===== config.mk =====
export PLATFORM = sky130hd
export DESIGN_NAME = display_scan
export DESIGN_NICKNAME = d
export VERILOG_FILES = /design/src/rtl/display_scan.sv
export SDC_FILE = /design/constraint.sdc
export NUM_CORES = 1
export LEC_CHECK = 0
export ABC_AREA = 1
export ABC_CLOCK_PERIOD_IN_PS = 1700
export BUFFER_PORTS_ARGS = -buffer_cell sky130_fd_sc_hd__buf_2
export CELL_PAD_IN_SITES_DETAIL_PLACEMENT = 0
export CELL_PAD_IN_SITES_GLOBAL_PLACEMENT = 1
export CORE_MARGIN = 3
export CORE_UTILIZATION = 46
export CTS_BUF_LIST = sky130_fd_sc_hd__clkbuf_8
export DETAILED_ROUTE_END_ITERATION = 8
export GPL_TIMING_DRIVEN = 1
export PLACE_DENSITY_LB_ADDON = 0.1
export SYNTH_ARGS = -nofsm -noshare
export SYNTH_HDL_FRONTEND = slang
export SYNTH_SLANG_ARGS = --single-unit

===== constraint.sdc =====
create_clock -name clk -period 1.7 [get_ports clk]
set_input_delay 0.34 -clock clk [delete_from_list [all_inputs] [get_ports clk]]
set_output_delay 0.34 -clock clk [all_outputs]
set_load 0.05 [all_outputs]

===== src/rtl/display_scan.sv =====
// Four-digit multiplexed display driver: a double-dabble converter turns a
// 14-bit binary load into BCD, and a prescaled scanner walks the anodes.
module display_scan #(
  parameter int SCAN_DIV = 50000,
  parameter int BLANK_LZ = 1
) (
  input  logic        clk,
  input  logic        rst,
  input  logic [13:0] value,
  input  logic        load,
  output logic        busy,
  output logic [3:0]  bcd,
  output logic [3:0]  an
);

  typedef enum logic [1:0] {IDLE, CONV, DONE} state_t;

  localparam logic [19:0] PRESC_MAX = 20'(SCAN_DIV - 1);

  state_t      state_q, state_d;
  logic [13:0] shift_q, shift_d;
  logic [15:0] acc_q, acc_d;
  logic [3:0]  cnt_q, cnt_d;
  logic        err_q, err_d;
  logic [15:0] disp_q, disp_d;
  logic [19:0] presc_q, presc_d;
  logic [1:0]  idx_q, idx_d;
  logic [3:0]  bcd_q, bcd_d;
  logic [3:0]  an_q, an_d;
  logic [15:0] adj;
  logic        blank;

  always_comb begin
    adj = acc_q;
    for (int i = 0; i < 4; i++) begin
      if (acc_q[4*i +: 4] >= 4'd5) begin
        adj[4*i +: 4] = acc_q[4*i +: 4] + 4'd3;
      end
    end
  end

  // Conversion FSM; the display register only changes in DONE.
  always_comb begin
    state_d = state_q;
    shift_d = shift_q;
    acc_d   = acc_q;
    cnt_d   = cnt_q;
    err_d   = err_q;
    disp_d  = disp_q;
    case (state_q)
      IDLE: begin
        if (load) begin
          shift_d = value;
          acc_d   = 16'h0000;
          cnt_d   = 4'd0;
          err_d   = (value > 14'd9999);
          state_d = CONV;
        end
      end
      CONV: begin
        acc_d   = (adj << 1) | {15'b0, shift_q[13]};
        shift_d = {shift_q[12:0], 1'b0};
        cnt_d   = cnt_q + 4'd1;
        if (cnt_q == 4'd13) begin
          state_d = DONE;
        end
      end
      DONE: begin
        disp_d  = err_q ? 16'hEEEE : acc_q;
        state_d = IDLE;
      end
      default: state_d = IDLE;
    endcase
  end

  // Scan outputs are computed from the next index so bcd and an move together.
  always_comb begin
    presc_d = (presc_q == PRESC_MAX) ? 20'd0 : presc_q + 20'd1;
    idx_d   = (presc_q == PRESC_MAX) ? idx_q + 2'd1 : idx_q;
    bcd_d   = disp_q[3:0];
    blank   = 1'b0;
    case (idx_d)
      2'd0: bcd_d = disp_q[3:0];
      2'd1: begin
        bcd_d = disp_q[7:4];
        blank = (disp_q[15:4] == 12'h000);
      end
      2'd2: begin
        bcd_d = disp_q[11:8];
        blank = (disp_q[15:8] == 8'h00);
      end
      default: begin
        bcd_d = disp_q[15:12];
        blank = (disp_q[15:12] == 4'h0);
      end
    endcase
    if (BLANK_LZ == 0) begin
      blank = 1'b0;
    end
    an_d = blank ? 4'b1111 : ~(4'b0001 << idx_d);
  end

  always_ff @(posedge clk) begin
    if (rst) begin
      state_q <= IDLE;
      shift_q <= 14'd0;
      acc_q   <= 16'h0000;
      cnt_q   <= 4'd0;
      err_q   <= 1'b0;
      disp_q  <= 16'h0000;
      presc_q <= 20'd0;
      idx_q   <= 2'd0;
      bcd_q   <= 4'h0;
      an_q    <= 4'b1110;
    end else begin
      state_q <= state_d;
      shift_q <= shift_d;
      acc_q   <= acc_d;
      cnt_q   <= cnt_d;
      err_q   <= err_d;
      disp_q  <= disp_d;
      presc_q <= presc_d;
      idx_q   <= idx_d;
      bcd_q   <= bcd_d;
      an_q    <= an_d;
    end
  end

  assign busy = (state_q != IDLE);
  assign bcd  = bcd_q;
  assign an   = an_q;

endmodule


==> metrics.txt, run 1 <==
final hold vios 0; Int Power between 0.002 and 0.003 W; Core Footprint a little over 8000 sq um; CTS tree built; post-place setup slack between 0.03 and 0.04 ns; status finished, final reports clean; Area Overhead vs Synth 13.8%; clk sink count 83; post-CTS setup buffers 0; total grt overflow 0; M1 GR Usage 0.244; Setup Skew 0.0135 ns; clock-pin transition on the worst setup and hold timing paths around 0.090 ns; # nets final between 600 and 700; critical path class reg -> reg; Final ANT Viol Nets 0; CP Launch Type flop; Root Buffer clkbuf_8; maximum number of pins on one net before global-route repair 41; Rel. slew slack 0.678; setup TNS 0 ns; hold slack 0.218 ns; mapped cell area roughly 4000 sq um; GRT Overall Usage 0.186; crit end category flop; Clock Power Share 0.392; syn nets between 500 and 600; Setup WS post-layout approximately 0.15 ns; global-route wire length before repair 15,200 um; worst-case clock buffer depth 2; DR WL/cell between 10 and 15 um; register area roughly 1700 sq um; vias per cell between 5 and 6; met3 Usage GRT 0.0295; Max Cap Viol 0; total power approximately 0.0037 W; PD cells ~810 nW/um^2; Cells after Synth roughly 550; Fill cells around 830; row cnt 33; Psw ~0.00091 W; share of cells above drive strength 1 0.187; Unique masters post-synth 35; RD Place Congestion between 0.8 and 0.9; commonest cells after routing, fill and taps aside 109 x nand2_1, 76 x dfxtp_1, 59 x inv_1; most used routing layer met2; combinational fraction of design power 0.064; share of flip-flops with an asynchronous set or reset 0; fmax about 0.65 GHz; Final min period around 1.5 ns; EDFF count, synth 0; DRC 0; RSZ-0062 raised after global routing false; First-pass DRT Iterations 5; worst endpoint required time slightly below 2 ns; Die Ht 99.1 um; chip width around 100 um; initial antenna violation count 0; 1st-iter DRT viols 137; H-tree levels 3; Switching Share 0.246; Starting Density 0.481; syn avg cell area between 7 and 8 sq um; Die Area 9830 sq um; Port Buffers 25; register area share after synthesis 0.416; main flop type after synthesis dfxtp_1; WL final around 9000 um; period utilization 0.911; Least-Margin Pin Slew a little under 0.5 ns; met2 usage in global routing 0.316; Max FO, Critical Path 8; Final Setup Violations 0; area of the multi-input gates around 2000 sq um; YS warnings 0; hold-fix buffers at CTS 0; Max Slew Vio Count 0; number of global-route vias before repair 3,305; TritonCTS Buffers 9; commonest non-fill, non-tap cell in the layout nand2_1; via count roughly 3,500; worst path arrival time ~1.8 ns; synthesis-stage register bit count 83; I/O pins 26; Tightest Hold Check Type in -> reg; LEAKAGE between 1.5 and 2 nW; Post-DP HPWL around 6300 um; Resize count post-CTS 0; Peak VDD IR 418 uV; ANT cells 0; Worst-Skew Late Latency 0.35 ns; Flop pwr share 0.543
stage by stage:
| stage | utilization | std cells | area (sq um) |
|---|---|---|---|
| floorplan | - | 549 | 3990 |
| global placement | 0.517 | 676 | 4290 |
| detailed placement | 0.517 | 676 | 4290 |
| CTS | 0.541 | 692 | 4490 |
| global route | 0.547 | 692 | 4540 |
| finish | 0.547 | 692 | 4540 |
flip-flops by register name (all words and copies together), names as in the netlist:
register,flops
presc_q,20
idx_q,2
err_q,1
shift_q,14
disp_q,16
state_q,2
bcd,4
cnt_q,4
an,4
acc_q,16
synthesized netlist by cell type (8+ instances only):
cell / instances / share of area
nand2_1: 109 / 0.10
dfxtp_1: 83 / 0.42
inv_1: 59 / 0.056
nor2_1: 45 / 0.042
a21oi_1: 44 / 0.055
nand3_1: 40 / 0.050
o21ai_0: 35 / 0.044
a31oi_1: 22 / 0.034
clkbuf_1: 11 / 0.010
ha_1: 11 / 0.034
nor2_2: 10 / 0.016
nor3_1: 9 / 0.011
nand2_2: 8 / 0.013
nand4_1: 8 / 0.013
xor2_1: 8 / 0.018
routing by layer:
| metal | vias to the layer above | part of all wire |
|---|---|---|
| li1 | 1870 | - |
| met3 | 10 | 0.031 |
| met1 | 1612 | 0.49 |
| met5 | - | 0 |
| met4 | 0 | 0.012 |
| met2 | 49 | 0.47 |
worst max-delay path: stages (launching register included):
cell	delay, ns
dfxtp_1	0.41
nor2_2	0.14
nand2_1	0.08
nor2_2	0.16
nand3_2	0.12
nand2_2	0.09
nand2_4	0.10
nand3_2	0.08
nand2_2	0.07
nor2_4	0.12
nand3_1	0.07
final timing paths:
kind         slack (ns)  depth (start not counted)                 endpoint                   start
max                0.15                         10         an[3]$_SDFF_PP1_  presc_q[13]$_SDFF_PP0_
min                0.22                          3  shift_q[0]$_SDFFE_PP0P_                value[0]
max reg2reg        0.15                         10         an[3]$_SDFF_PP1_  presc_q[13]$_SDFF_PP0_
min reg2reg        0.45                          1    presc_q[0]$_SDFF_PP0_   presc_q[0]$_SDFF_PP0_
area by class of cell:
class | instances | area share
Clock buffer | 10 | 0.0303
Clock inverter | 6 | 0.0143
Inverter | 65 | 0.0548
Multi-Input combinational cell | 381 | 0.448
Sequential cell | 83 | 0.368
Tap cell | 105 | 0.0289
Timing Repair Buffer | 42 | 0.0556
cells by family after synthesis:
| logic type | synth area share |
|---|---|
| buffers and inverters | 0.0853 |
| xor gates and xnor gates | 0.0176 |
| DFF | 0.416 |
| adders and majority gates | 0.0345 |
| AOI/OAI and AO/OA | 0.154 |
| and+or+nand+nor | 0.293 |
power groups by stage:
stage / Sequential, W / Combinational [W] / Clock (W)
after floorplan: 0.00204 / 0.000156 / 0
after global routing: 0.00201 / 0.000273 / 0.00157
after global placement: 0.00205 / 0.000237 / 0
after detailed placement: 0.00205 / 0.000240 / 0
after CTS: 0.00200 / 0.000241 / 0.00148
final: 0.00200 / 0.000238 / 0.00145
No activity file was read; power rests on OpenSTA's default activity.
==> run 2, diff against run 1 <==
Settings changed: ABC_AREA 1 to unset, CORE_UTILIZATION 46 to 47.
==> run 2 against run 1 <==
Effect of this change: the flow now finishes with violations (setup timing); sequential share of layout area decreased by 1.4 points; final area increased by 3.7%; register-to-register slack got worse by 0.15 ns; utilization increased by 4.4 points; setup slack got worse by 0.15 ns; critical path depth decreased by 5; critical endpoint is now bcd[3]$_SDFF_PP0_; largest cell class unchanged; largest power group unchanged; highest routed layer unchanged.
==> metrics.txt, run 2 <==
worst-path cell chain nor4_4, nand3_2, or3_4, a211o_1, o2111a_1; via count approximately 3,500; Design Area, Final about 4700 sq um; critical path class reg -> reg; H-tree levels 3; largest family of logic cells by synthesized area simple AND/OR/NAND/NOR gates; DRC 0; violations in the final reports setup timing; LEAKAGE between 1.5 and 2 nW; maximum number of pins on one net before global-route repair 28; # nets final approximately 550; commonest non-fill, non-tap cell in the layout dfxtp_1; CP max-delay cell or3_4; chip width around 100 um; row cnt 32; hold-fix buffers at CTS 0; vias per cell approximately 5.6; RD Place Congestion between 0.8 and 0.9; worst endpoint required time roughly 2.0 ns; Post-DP HPWL between 6000 and 7000 um; xor/xnor share of the synthesized area 0.0574; share of cells above drive strength 1 0.216; Port Buffers 25; initial antenna violation count 0; leading post-synthesis cells by instance count 83 x dfxtp_1, 52 x nor2_1, 47 x a21oi_1; First-pass DRT Iterations 4; Worst-Skew Late Latency ~0.35 ns; Max stage delay on crit path just over 0.4 ns; status finished, violations left; syn avg cell area between 8 and 9 sq um; post-place setup slack -0.0395 ns; Max Cap Viol 0; Max FO, Critical Path 5; worst-case clock buffer depth 2; syn nets roughly 510; period utilization 1.00; synthesis-stage register bit count 83; Hold Crit Start value[0]; Root Buffer clkbuf_8; Tightest Hold Check Type in -> reg; share of flip-flops with an asynchronous set or reset 0; Max Slew Vio Count 0; final hold vios 0; Core Footprint around 8000 sq um; WL final 9030 um; CTS tree built; fmax 0.588 GHz; global-route wire length before repair roughly 15,000 um; RSZ-0062 raised after global routing true; clock-pin transition on the worst setup and hold timing paths 0.08 ns; DR WL/cell ~14 um; crit end category flop; Starting Density 0.497; reg-to-reg slack, setup -0.0002 ns; Synth top area share 0.419; Worst Hold Path EP shift_q[0]$_SDFFE_PP0P_; Die Ht roughly 98 um; EDFF count, synth 0; Synth Area in Simple Gates 0.277; main flop type after synthesis dfxtp_1; mapped cell area a little under 4000 sq um; Cells after Synth ~480; Hold Path Cell Cnt 3; PD cells around 820 nW/um^2; Peak VDD IR 420 uV; worst reg2reg path startpoint presc_q[7]$_SDFF_PP0_; FF-to-FF End bcd[3]$_SDFF_PP0_; proportion of synthesized area in mux cells 0.0139; Final ANT Viol Nets 0; commonest cells after routing, fill and taps aside 79 x dfxtp_1, 52 x nor2_1, 43 x a21oi_1; total grt overflow 0; ANT cells 0; max reg flops 20; YS warnings 0; Synth Area in Adders 0.0347; GRT Overall Usage 0.192; 1st-iter DRT viols 150; most frequent cell after synthesis dfxtp_1; I/O pins 26; CP Launch Type flop; setup TNS -0.000245 ns; Rel. slew slack 0.626; Post-Place Cell Area between 4000 and 5000 sq um; Least-Margin Pin Slew roughly 0.56 ns; R2R depth 5; number of global-route vias before repair between 3,000 and 4,000; Unique masters post-synth just under 60; TritonCTS Buffers 9; Die Area between 9000 and 10,000 sq um; leading area contributor after synthesis dfxtp_1; register area share after synthesis 0.419; Setup WS post-layout -0.000245 ns; post-synthesis compound-gate area fraction 0.151; Final Setup Violations 1; Setup Skew about 0.011 ns; Largest regs presc_q (20), acc_q (16), disp_q (16); Final min period about 1.7 ns; worst path arrival time approximately 2.0 ns; final core utilization 0.591; Area contributors post-synth dfxtp_1 42%, a21oi_1 5.9%, nor2_1 4.9%, nor3_1 4.7%, nand3_1 3.5%; clk sink count 83; Area Overhead vs Synth 18.9%; most flop-heavy register presc_q
[run 2: cells by family after synthesis]
| group | after synthesis |
|---|---|
| simple gates | 210 |
| buf+inv | 43 |
| mux | 5 |
| compound gates | 99 |
| flops | 83 |
| xor+xnor | 26 |
| fa+ha+maj | 11 |
[run 2: worst max path at each step]
stage	from	endpoint	slack, ns	depth (start not counted)
2_1_floorplan	presc_q[0]$_SDFF_PP0_	bcd[3]$_SDFF_PP0_	0.007	6
3_3_place_gp	presc_q[0]$_SDFF_PP0_	bcd[2]$_SDFF_PP0_	0.03	7
3_5_place_dp	presc_q[17]$_SDFF_PP0_	bcd[1]$_SDFF_PP0_	-0.04	5
4_1_cts	presc_q[7]$_SDFF_PP0_	bcd[0]$_SDFF_PP0_	0.01	6
5_1_grt	presc_q[19]$_SDFF_PP0_	bcd[3]$_SDFF_PP0_	-0.07	5
6_report	presc_q[7]$_SDFF_PP0_	bcd[3]$_SDFF_PP0_	-0.0002	5
[run 2: power breakdown]
part | switching (W) | total, W | internal [W] | leakage [nW]
clock | 0.000724 | 0.00159 | 0.000867 | 0.108
sequential | 0.0000264 | 0.00200 | 0.00198 | 0.674
combinational | 0.000154 | 0.000246 | 0.0000917 | 0.984
total | 0.000905 | 0.00384 | 0.00294 | 1.77
[run 2: what timing repair did]
item / in CTS / in global routing
cloned: 0 / 0
pin swaps: 0 / 14
endpoints found under the setup margin: 3 / 12
resized for setup: 3 / 17
setup buffers: 0 / 1
[run 2: routing by layer]
| layer | GRT usage | vias up | wire [um] |
|---|---|---|---|
| met5 | 0 | - | 0 |
| met4 | 0.0937 | 0 | 240 |
| met3 | 0.0286 | 20 | 298 |
| met2 | 0.282 | 80 | 4100 |
| met1 | 0.274 | 1635 | 4390 |
| li1 | - | 1781 | - |
[run 2: layout make-up]
| cell class | instances | area [sq um] |
|---|---|---|
| clock inverter | 6 | 88.8 |
| clock buffer | 10 | 138 |
| sequential | 83 | 1670 |
| inverter | 13 | 48.8 |
| multi-input combinational | 351 | 2180 |
| timing repair buffer | 66 | 462 |
| tap | 102 | 128 |
| fill | 713 | 3260 |
[run 2: per-stage QoR]
| stage | power, W | cells | hold slack, ns |
|---|---|---|---|
| after floorplan | 0.00220 | 477 | 0.417 |
| after global placement | 0.00229 | 614 | 0.444 |
| after detailed placement | 0.00230 | 614 | 0.449 |
| after CTS | 0.00390 | 630 | 0.220 |
| after global routing | 0.00401 | 631 | 0.236 |
| final | 0.00384 | 631 | 0.229 |
[run 2: worst max-delay path: cells and delay by family, from the launching register on]
family	cells	cell delay, ns
flops	1	0.36
simple gates	3	0.85
compound gates	2	0.40
